### config.mk
export PLATFORM = sky130hd
export DESIGN_NAME = mem_request_scheduler
export DESIGN_NICKNAME = d
export VERILOG_FILES = /design/src/rtl/mem_request_scheduler.sv
export SDC_FILE = /design/constraint.sdc
export NUM_CORES = 1
export LEC_CHECK = 0
export ABC_CLOCK_PERIOD_IN_PS = 2600
export CELL_PAD_IN_SITES_DETAIL_PLACEMENT = 1
export CELL_PAD_IN_SITES_GLOBAL_PLACEMENT = 2
export CORE_MARGIN = 4
export CORE_UTILIZATION = 22
export CTS_CLUSTER_DIAMETER = 50
export DETAILED_ROUTE_END_ITERATION = 6
export GPL_TIMING_DRIVEN = 0
export PLACE_DENSITY = 0.75
export SLEW_MARGIN = 5
export SYNTH_ARGS = -nofsm -noshare
export SYNTH_HDL_FRONTEND = slang
export SYNTH_SLANG_ARGS = --single-unit
### constraint.sdc
create_clock -name clk -period 2.6 [get_ports clk]
set_input_delay 0.65 -clock clk [delete_from_list [all_inputs] [get_ports clk]]
set_output_delay 0.65 -clock clk [all_outputs]
set_load 0.005 [all_outputs]
### src/rtl/mem_request_scheduler.sv
// mem_request_scheduler: arbitrates a CPU byte port, a video word port and periodic auto-refresh
// onto a single memory_controller read/write/refresh command port.
// Optional build macro MEM_SCHED_FAIRNESS_EN: adds a CPU anti-starvation counter and exposes the
// sticky refresh_overrun output. Without it the arbitration is strict priority and the overrun flag
// is kept internally only.
module mem_request_scheduler #(
    parameter int unsigned REFRESH_PERIOD = 840,
    parameter int unsigned REFRESH_URGENT = 4,
    parameter int unsigned READ_LATENCY   = 4
) (
    input  logic        clk,
    input  logic        reset,
    input  logic        cpu_req,
    input  logic        cpu_wr,
    input  logic [22:0] cpu_addr,
    input  logic [7:0]  cpu_wdata,
    output logic [7:0]  cpu_rdata,
    output logic        cpu_ack,
    input  logic        vid_req,
    input  logic [21:0] vid_addr,
    output logic [15:0] vid_rdata,
    output logic        vid_valid,
    output logic        mem_read,
    output logic        mem_write,
    output logic        mem_refresh,
    output logic [21:0] mem_addr,
    output logic [15:0] mem_din,
    output logic [1:0]  mem_wdm,
`ifdef MEM_SCHED_FAIRNESS_EN
    output logic        refresh_overrun,
`endif
    input  logic [15:0] mem_dout,
    input  logic        mem_busy,
    input  logic        mem_enabled
);

    localparam int unsigned RC_W   = (REFRESH_PERIOD > 1) ? $clog2(REFRESH_PERIOD) : 1;
    localparam int unsigned LAT_W  = $clog2(READ_LATENCY + 1);
    localparam int unsigned DEBT_W = 3;
    localparam logic [DEBT_W-1:0] DEBT_MAX = '1;

    typedef enum logic [1:0] {S_IDLE, S_ISSUE, S_WAIT, S_DONE} state_t;
    typedef enum logic [1:0] {OP_CPU_RD, OP_CPU_WR, OP_VID, OP_REF} op_t;

    state_t              state_q, state_d;
    op_t                 op_q, op_d;
    logic                byte_sel_q, byte_sel_d;
    logic [LAT_W-1:0]    lat_cnt_q, lat_cnt_d;
    logic [RC_W-1:0]     ref_cnt_q, ref_cnt_d;
    logic [DEBT_W-1:0]   debt_q, debt_d;
    logic                overrun_q, overrun_d;

    logic                mem_read_q, mem_read_d;
    logic                mem_write_q, mem_write_d;
    logic                mem_refresh_q, mem_refresh_d;
    logic [21:0]         mem_addr_q, mem_addr_d;
    logic [15:0]         mem_din_q, mem_din_d;
    logic [1:0]          mem_wdm_q, mem_wdm_d;
    logic [7:0]          cpu_rdata_q, cpu_rdata_d;
    logic                cpu_ack_q, cpu_ack_d;
    logic [15:0]         vid_rdata_q, vid_rdata_d;
    logic                vid_valid_q, vid_valid_d;

    logic                ref_wrap;
    logic                grant_ref, grant_vid, grant_cpu;
    logic                arb_open, in_done, vid_ok, cpu_ok, low_ref_ok, urgent, fair_force;

`ifdef MEM_SCHED_FAIRNESS_EN
    logic [2:0]          fair_cnt_q, fair_cnt_d;
`endif

    // Arbitration; in DONE the client being acknowledged still holds a stale request, so it is masked,
    // and non-urgent refresh only chains onto a previous refresh (a just-served client gets the next slot).
    always_comb begin
        arb_open   = mem_enabled && !mem_busy && (state_q == S_IDLE || state_q == S_DONE);
        in_done    = (state_q == S_DONE);
        vid_ok     = vid_req && !(in_done && op_q == OP_VID);
        cpu_ok     = cpu_req && !(in_done && (op_q == OP_CPU_RD || op_q == OP_CPU_WR));
        low_ref_ok = (debt_q != '0) && (!in_done || op_q == OP_REF);
        urgent     = (debt_q >= DEBT_W'(REFRESH_URGENT));
`ifdef MEM_SCHED_FAIRNESS_EN
        fair_force = (fair_cnt_q >= 3'd4) && cpu_ok;
`else
        fair_force = 1'b0;
`endif
        grant_ref  = 1'b0;
        grant_vid  = 1'b0;
        grant_cpu  = 1'b0;
        if (arb_open) begin
            if (urgent)          grant_ref = 1'b1;
            else if (fair_force) grant_cpu = 1'b1;
            else if (vid_ok)     grant_vid = 1'b1;
            else if (cpu_ok)     grant_cpu = 1'b1;
            else if (low_ref_ok) grant_ref = 1'b1;
        end
    end

    // Refresh credit timer and debt; a wrap and a granted refresh in the same cycle cancel out.
    always_comb begin
        ref_wrap  = (ref_cnt_q == '0);
        ref_cnt_d = ref_wrap ? RC_W'(REFRESH_PERIOD - 1) : ref_cnt_q - RC_W'(1);
        debt_d    = debt_q;
        overrun_d = overrun_q;
        if (ref_wrap && !grant_ref) begin
            if (debt_q == DEBT_MAX) overrun_d = 1'b1;
            else                    debt_d    = debt_q + DEBT_W'(1);
        end else if (!ref_wrap && grant_ref) begin
            debt_d = debt_q - DEBT_W'(1);
        end
    end

`ifdef MEM_SCHED_FAIRNESS_EN
    // Consecutive video grants while the CPU waits; at 4 the CPU is forced in next.
    always_comb begin
        fair_cnt_d = fair_cnt_q;
        if (!cpu_req || grant_cpu)             fair_cnt_d = 3'd0;
        else if (grant_vid && fair_cnt_q < 3'd4) fair_cnt_d = fair_cnt_q + 3'd1;
    end
`endif

    // Transaction FSM: latch request at grant, pulse command, count latency, capture data, acknowledge.
    always_comb begin
        state_d       = state_q;
        op_d          = op_q;
        byte_sel_d    = byte_sel_q;
        lat_cnt_d     = lat_cnt_q;
        mem_read_d    = 1'b0;
        mem_write_d   = 1'b0;
        mem_refresh_d = 1'b0;
        mem_addr_d    = mem_addr_q;
        mem_din_d     = mem_din_q;
        mem_wdm_d     = mem_wdm_q;
        cpu_rdata_d   = cpu_rdata_q;
        cpu_ack_d     = 1'b0;
        vid_rdata_d   = vid_rdata_q;
        vid_valid_d   = 1'b0;
        case (state_q)
            S_IDLE, S_DONE: begin
                state_d = S_IDLE;
                if (grant_ref) begin
                    state_d       = S_ISSUE;
                    op_d          = OP_REF;
                    mem_refresh_d = 1'b1;
                    mem_addr_d    = '0;
                    mem_din_d     = '0;
                    mem_wdm_d     = 2'b11;
                end else if (grant_vid) begin
                    state_d    = S_ISSUE;
                    op_d       = OP_VID;
                    mem_read_d = 1'b1;
                    mem_addr_d = vid_addr;
                    mem_din_d  = '0;
                    mem_wdm_d  = 2'b11;
                end else if (grant_cpu) begin
                    state_d     = S_ISSUE;
                    op_d        = cpu_wr ? OP_CPU_WR : OP_CPU_RD;
                    byte_sel_d  = cpu_addr[0];
                    mem_read_d  = !cpu_wr;
                    mem_write_d = cpu_wr;
                    mem_addr_d  = cpu_addr[22:1];
                    mem_din_d   = {cpu_wdata, cpu_wdata};
                    mem_wdm_d   = cpu_wr ? (cpu_addr[0] ? 2'b10 : 2'b01) : 2'b11;
                end
            end
            S_ISSUE: begin
                state_d   = S_WAIT;
                lat_cnt_d = LAT_W'(1);
            end
            S_WAIT: begin
                if (lat_cnt_q == LAT_W'(READ_LATENCY)) begin
                    state_d = S_DONE;
                    case (op_q)
                        OP_CPU_RD: begin
                            cpu_rdata_d = byte_sel_q ? mem_dout[15:8] : mem_dout[7:0];
                            cpu_ack_d   = 1'b1;
                        end
                        OP_CPU_WR: cpu_ack_d = 1'b1;
                        OP_VID: begin
                            vid_rdata_d = mem_dout;
                            vid_valid_d = 1'b1;
                        end
                        default: ;
                    endcase
                end else begin
                    lat_cnt_d = lat_cnt_q + LAT_W'(1);
                end
            end
            default: state_d = S_IDLE;
        endcase
    end

    // State and output registers with synchronous reset.
    always_ff @(posedge clk) begin
        if (reset) begin
            state_q       <= S_IDLE;
            op_q          <= OP_REF;
            byte_sel_q    <= 1'b0;
            lat_cnt_q     <= '0;
            ref_cnt_q     <= RC_W'(REFRESH_PERIOD - 1);
            debt_q        <= '0;
            overrun_q     <= 1'b0;
            mem_read_q    <= 1'b0;
            mem_write_q   <= 1'b0;
            mem_refresh_q <= 1'b0;
            mem_addr_q    <= '0;
            mem_din_q     <= '0;
            mem_wdm_q     <= '0;
            cpu_rdata_q   <= '0;
            cpu_ack_q     <= 1'b0;
            vid_rdata_q   <= '0;
            vid_valid_q   <= 1'b0;
        end else begin
            state_q       <= state_d;
            op_q          <= op_d;
            byte_sel_q    <= byte_sel_d;
            lat_cnt_q     <= lat_cnt_d;
            ref_cnt_q     <= ref_cnt_d;
            debt_q        <= debt_d;
            overrun_q     <= overrun_d;
            mem_read_q    <= mem_read_d;
            mem_write_q   <= mem_write_d;
            mem_refresh_q <= mem_refresh_d;
            mem_addr_q    <= mem_addr_d;
            mem_din_q     <= mem_din_d;
            mem_wdm_q     <= mem_wdm_d;
            cpu_rdata_q   <= cpu_rdata_d;
            cpu_ack_q     <= cpu_ack_d;
            vid_rdata_q   <= vid_rdata_d;
            vid_valid_q   <= vid_valid_d;
        end
    end

`ifdef MEM_SCHED_FAIRNESS_EN
    // Fairness counter register.
    always_ff @(posedge clk) begin
        if (reset) fair_cnt_q <= 3'd0;
        else       fair_cnt_q <= fair_cnt_d;
    end

    assign refresh_overrun = overrun_q;
`endif

    assign mem_read    = mem_read_q;
    assign mem_write   = mem_write_q;
    assign mem_refresh = mem_refresh_q;
    assign mem_addr    = mem_addr_q;
    assign mem_din     = mem_din_q;
    assign mem_wdm     = mem_wdm_q;
    assign cpu_rdata   = cpu_rdata_q;
    assign cpu_ack     = cpu_ack_q;
    assign vid_rdata   = vid_rdata_q;
    assign vid_valid   = vid_valid_q;

endmodule

# [Word-level counts from Yosys, hierarchy flattened]
# Index checks and enable logic that the tools add are counted.
[classes] addsub=4 n_lt_le_gt_ge=1 n_eq_ne=11 mux=43 bitwise_logic=6 n_reduce_logical=39
[ops] op="2-to-1 mux 22 bit" count=3
[ops] op="2-to-1 mux 16 bit" count=3
[ops] op="2-to-1 mux 1 bit" count=21
[ops] op="2-to-1 mux 2 bit" count=9
[ops] op="2-to-1 mux 3 bit" count=4
[ops] op="zero test 10 bit" count=1
[ops] op="subtractor 10 x 1 -> 10 bit (second input constant)" count=1
[ops] op="logical AND 1 bit" count=9
[ops] op="== test 2 bit (second input constant)" count=4
[ops] op="2-to-1 mux 8 bit" count=1
[ops] op="OR reduction 2 bit" count=4
[ops] op="zero test 1 bit" count=7
[ops] op="adder 3 x 1 -> 3 bit (second input constant)" count=2
[ops] op="== test 3 bit (second input constant)" count=2
[ops] op="!= test 2 bit (second input constant)" count=3
[ops] op="NOT 1 bit" count=6
[ops] op="case mux 2 bit (3 select lines)" count=1
[ops] op="case mux 3 bit (2 select lines)" count=1
[ops] op="AND reduction 2 bit" count=3
[ops] op="AND reduction 3 bit" count=2
[ops] op="nonzero test 3 bit" count=2
[ops] op="OR reduction 3 bit" count=2
[ops] op="OR reduction 5 bit" count=1
[ops] op="== test 2 x 1 -> 1 bit (second input constant)" count=2
[ops] op="6 further kinds" count=10
[word_totals] register_bits=90 input_bits=76

# [Logic depth before layout (Yosys ltp)]
[logic_depth] depth_word=13 ltp_mapped=11 mapped_depth_nobuf=9

# [Least setup slack after synthesis]
# OpenSTA, ideal clock, no wires.
[synth_path] path_kind="register -> register" from="register state_q[0]" to="register debt_q[2]" setup_ns=0.121 arrival_ns=2.419 t_required_ns=2.479 path_slack_ns=0.060 stages_incl_launch_ff=12 path_buffers=2 synth_period_minus_slack_ns=2.540 path_cell_list="dfxtp_1 -> inv_1 -> ha_1 -> nand3b_1 -> o21ba_2 -> clkbuf_2 -> buf_4 -> nand2b_1 -> fa_1 -> and3_1 -> mux2i_1 -> mux2_2"
[synth_via] elab_chain_len=13 elab_cells_between_ends=25 cone_classes="eq/ne: 2; mux: 6; reduce/logical: 17"
[synth_rtl] item="from (decl)" line="45" rtl="state_t state_q, state_d;"
[synth_rtl] item="from (signal assigned)" line="213" rtl="state_q <= state_d;"
[synth_rtl] item="== test 2 bit" line="75, 76"
[synth_rtl] item="zero test 1 bit" line="79" rtl="low_ref_ok = (debt_q != '0) && (!in_done || op_q == OP_REF);"
[synth_rtl] item="logical OR 1 bit" line="79"
[synth_rtl] item="logical AND 1 bit" line="79"
[synth_rtl] item="2-to-1 mux 1 bit" line="94" rtl="else if (low_ref_ok) grant_ref = 1'b1;"
[synth_rtl] item="2-to-1 mux 1 bit" line="93" rtl="else if (cpu_ok) grant_cpu = 1'b1;"
[synth_rtl] item="2-to-1 mux 1 bit" line="92" rtl="else if (vid_ok) grant_vid = 1'b1;"
[synth_rtl] item="2-to-1 mux 1 bit" line="90" rtl="if (urgent) grant_ref = 1'b1;"
[synth_rtl] item="2-to-1 mux 1 bit (*)" line="89" rtl="if (arb_open) begin"
[synth_rtl] item="zero test 1 bit" line="104" rtl="if (ref_wrap && !grant_ref) begin"
[synth_rtl] item="logical AND 1 bit" line="104"
[synth_rtl] item="!= test 2 bit (no source line) or nonzero test 2 bit (tied branches)"
[synth_rtl] item="AND reduction 2 bit (no source line)"
[synth_rtl] item="to (signal assigned)" line="218" rtl="debt_q <= debt_d;"
[synth_rtl] item="to (decl)" line="50" rtl="logic [DEBT_W-1:0] debt_q, debt_d;"
# Mark *: on every way between the ends. The rest lies on a longest branch, timed or not.
# A chain may end at the register's enable or synchronous reset.

# [Worst setup path after layout]
[layout_path] from="input port mem_busy" to="register debt_q[2]"
[layout_via] elab_chain_len=8 elab_cells_between_ends=11 cone_classes="eq/ne: 1; mux: 2; reduce/logical: 8"
[layout_rtl] item="from (decl)" line="33" rtl="input logic mem_busy,"
[layout_rtl] item="zero test 1 bit (*)" line="75" rtl="arb_open = mem_enabled && !mem_busy && (state_q == S_IDLE || state_q == S_DONE);"
[layout_rtl] item="logical AND 1 bit (*) (2 in a row)" line="75"
[layout_rtl] item="2-to-1 mux 1 bit (*)" line="89"
[layout_rtl] item="zero test 1 bit" line="104"
[layout_rtl] item="logical AND 1 bit" line="104"
[layout_rtl] item="!= test 2 bit (no source line) or nonzero test 2 bit (tied branches)"
[layout_rtl] item="AND reduction 2 bit (no source line)"
# Marked as above.

==> out/results.ini <==
[worst_setup_path]
crit_type=in2reg
cpPeakStageDelay_ns=0.47
critical_path.cell_chain=clkdlybuf4s50_1 -> nand3b_1 -> o21ba_4 -> buf_8 -> nand2b_1 -> fa_2 -> and3_1 -> mux2i_1 -> mux2_2
cp-end-kind=flop
required_ns=2.83
crit_arrival_ns=2.76
startpoint_type=primary input
crit_family=buffers and inverters
crit_slowest_cell=clkdlybuf4s50_1
critical_path.max_fanout=10
path_buf_inv=2

[die]
ioPinCount=145
start_util=0.2249
dieArea_mm2=0.01910
fp.dieH_um=138.2
core_area_mm2=0.01658
die_w_um=138.2
row_count=47

[pwr]
p_leak_nw=1.935
powerDensity_mw_per_mm2=571.2
ir_worst_vdd_uv=314.8
total_power_mw=3.315

[yosys]
synth_cell_types=45
yosysSeqAreaShare=0.4401
yosysMostFrequentCell=dfxtp_1
synth_edf_count=0
yosysTopAreaCell=dfxtp_1
netlist_area_mm2=0.003730
postSynthAreaPerCell_um2=8.694
synth_fp_nets=512
ys_warn_count=0
syn_inst=429
synth_commonest_cells=82 x dfxtp_1, 55 x a21oi_1, 54 x nand2_1, 34 x mux2i_1
netlist.area_leader.share=0.4401
synthFlopType=dfxtp_1
ys_seq_elements=82
ys_top_cells_by_area=dfxtp_1 44%, mux2i_1 9.1%, a21oi_1 7.4%, nand2_1 5.4%, or4_1 4.4%
async_flop_share=0

[timing]
tightestPinTransition_ns=0.7615
max_freq_ghz=0.3940
maxSlewViolCount=0
post-route-period-util=0.9762
finalClockSkew_ns=0.004021
finalSetupViolCount=0
period_minus_slack_ns=2.538
relSlewSlack=0.4884
final_hold_viol_count=0
whs_ns=0.4058
rsz0062_at_grt=true

[clocking]
cts_setup_buffers=0
postCtsHoldBufs=0
clk_latency_ns=0.34
numCtsBuffers=9
clk_pin_slew_worst_paths_ns=0.06
clock-sinks=82
ctsHtreeMaxLevel=3
cts_root_buffer=clkbuf_16
cts.path.max_buffers=2
cts_tree=done

[placement]
post-dp-hpwl_mm=10.26
portBuffers=144
gp_congestion=0.7647
placed_area_mm2=0.005446

[cells_and_area]
fillers=1922
area_growth_pct=55.59
antenna_cells=0
drive_above_1_share=0.07653
design_area_mm2=0.005803
nNetsFinal=666

[detailed_routing]
drc=0
wl_per_cell_um=16.14
via_per_inst=4.463
ant_nets=0
firstDrtPassIters=6
vias=3606
wl_mm=13.04
drt_iter0_markers=123

[global_routing]
antenna_found_initial=0
grt_pass1_wl_mm=20.93
grt.total_usage=0.1360
overflow=0
grt_pass1_vias=3927
grt_max_degree=13

[flow_run]
cap_violations=0

[run_status]
outcome=finished clean

[hold_path]
hold_path.class=reg2reg

[final timing paths]
path,start,endpoint,slack [ns],cells after the start
max,mem_busy,debt_q[2],0.06,9
min,ref_cnt_q[0],ref_cnt_q[0],0.41,1
max reg2reg,state_q[0],debt_q[2],0.11,10
min reg2reg,ref_cnt_q[0],ref_cnt_q[0],0.41,1
[power breakdown]
part	leakage, nW	switching, mW	total, mW	internal, mW
combinational	1.12	0.317	0.650	0.333
clock	0.147	0.506	1.30	0.797
sequential	0.664	0.0411	1.36	1.32
total	1.93	0.864	3.31	2.45
[layout make-up]
class                           instances  area, µm²  area share
Sequential cell                        82       1642      0.2829
Clock inverter                          2      35.03    0.006037
Timing Repair Buffer                  144       1438      0.2477
Multi-Input combinational cell        296       1901      0.3275
Tap cell                              220      275.3     0.04743
Clock buffer                           14      264.0     0.04549
Inverter                               11      41.29    0.007115
Buffer                                 39      207.7     0.03579
[repair_timing]
action | in CTS | in global routing
gates cloned | 0 | 0
hold endpoints to repair | 0 | 0
pin swaps | 1 | 1
gates resized for setup | 8 | 9
setup endpoints to repair | 3 | 22
[through the flow]
stage	util	instances	setup TNS, ns	setup WS (ns)
6_report	0.3499	808	0	0.06181
5_1_grt	0.3499	808	-0.02564	-0.02564
4_1_cts	0.3469	808	0	0.01389
3_5_place_dp	0.3284	793	-10.86	-0.6988
3_3_place_gp	0.3284	793	-8.603	-0.6697
2_1_floorplan	-	429	0	0.05953
[kinds of logic (layout without fill, tap and decap cells)]
group,Yosys count,count (layout),share of synthesized area
fa+ha+maj,7,7,0.02549
compound gates,110,110,0.1681
buf+inv,51,210,0.06608
xor+xnor,5,5,0.01174
simple gates,138,138,0.1912
mux,36,36,0.09728
flops,82,82,0.4401
[metal layers]
metal | share of wire | track usage | up-vias
met3 | 0.075 | 0.06215 | 9
li1 | - | - | 1812
met1 | 0.42 | 0.1479 | 1686
met2 | 0.50 | 0.2433 | 99
met5 | 0 | 0 | -
met4 | 0.0097 | 0.02912 | 0
[worst register-to-register path: stages, from the launching register on]
cell	delay, ns
dfxtp_1	0.36
inv_1	0.06
ha_2	0.33
nand3b_1	0.14
o21ba_4	0.21
buf_8	0.15
nand2b_1	0.16
fa_2	0.35
and3_1	0.15
mux2i_1	0.13
mux2_2	0.35
[sequential cells by signal (all words and copies together) (netlist names), 2 cells and up]
name       cells
state_q        2
cpu_rdata      8
debt_q         3
lat_cnt_q      3
op_q           2
mem_wdm        2
mem_din        8
vid_rdata     16
mem_addr      22
ref_cnt_q     10
[cells in the final DEF, fill, tap and decap left out, types with 3 or more instances in the layout]
master           count
nor2_1              29
clkbuf_16            9
a211oi_1            12
dlygate4sd2_1        3
ha_1                 4
nor3_1               6
a21oi_1             55
xnor2_1              4
mux2i_1             34
o21ai_0             29
nand2b_1             4
buf_4                8
clkbuf_1            26
or4_1               22
clkdlybuf4s50_1    141
inv_1               11
buf_2                3
and3_1               3
nand2_1             54
nand3_1              3
dfxtp_1             82
o21ai_1              5
Power figures use the tool's default switching activity.
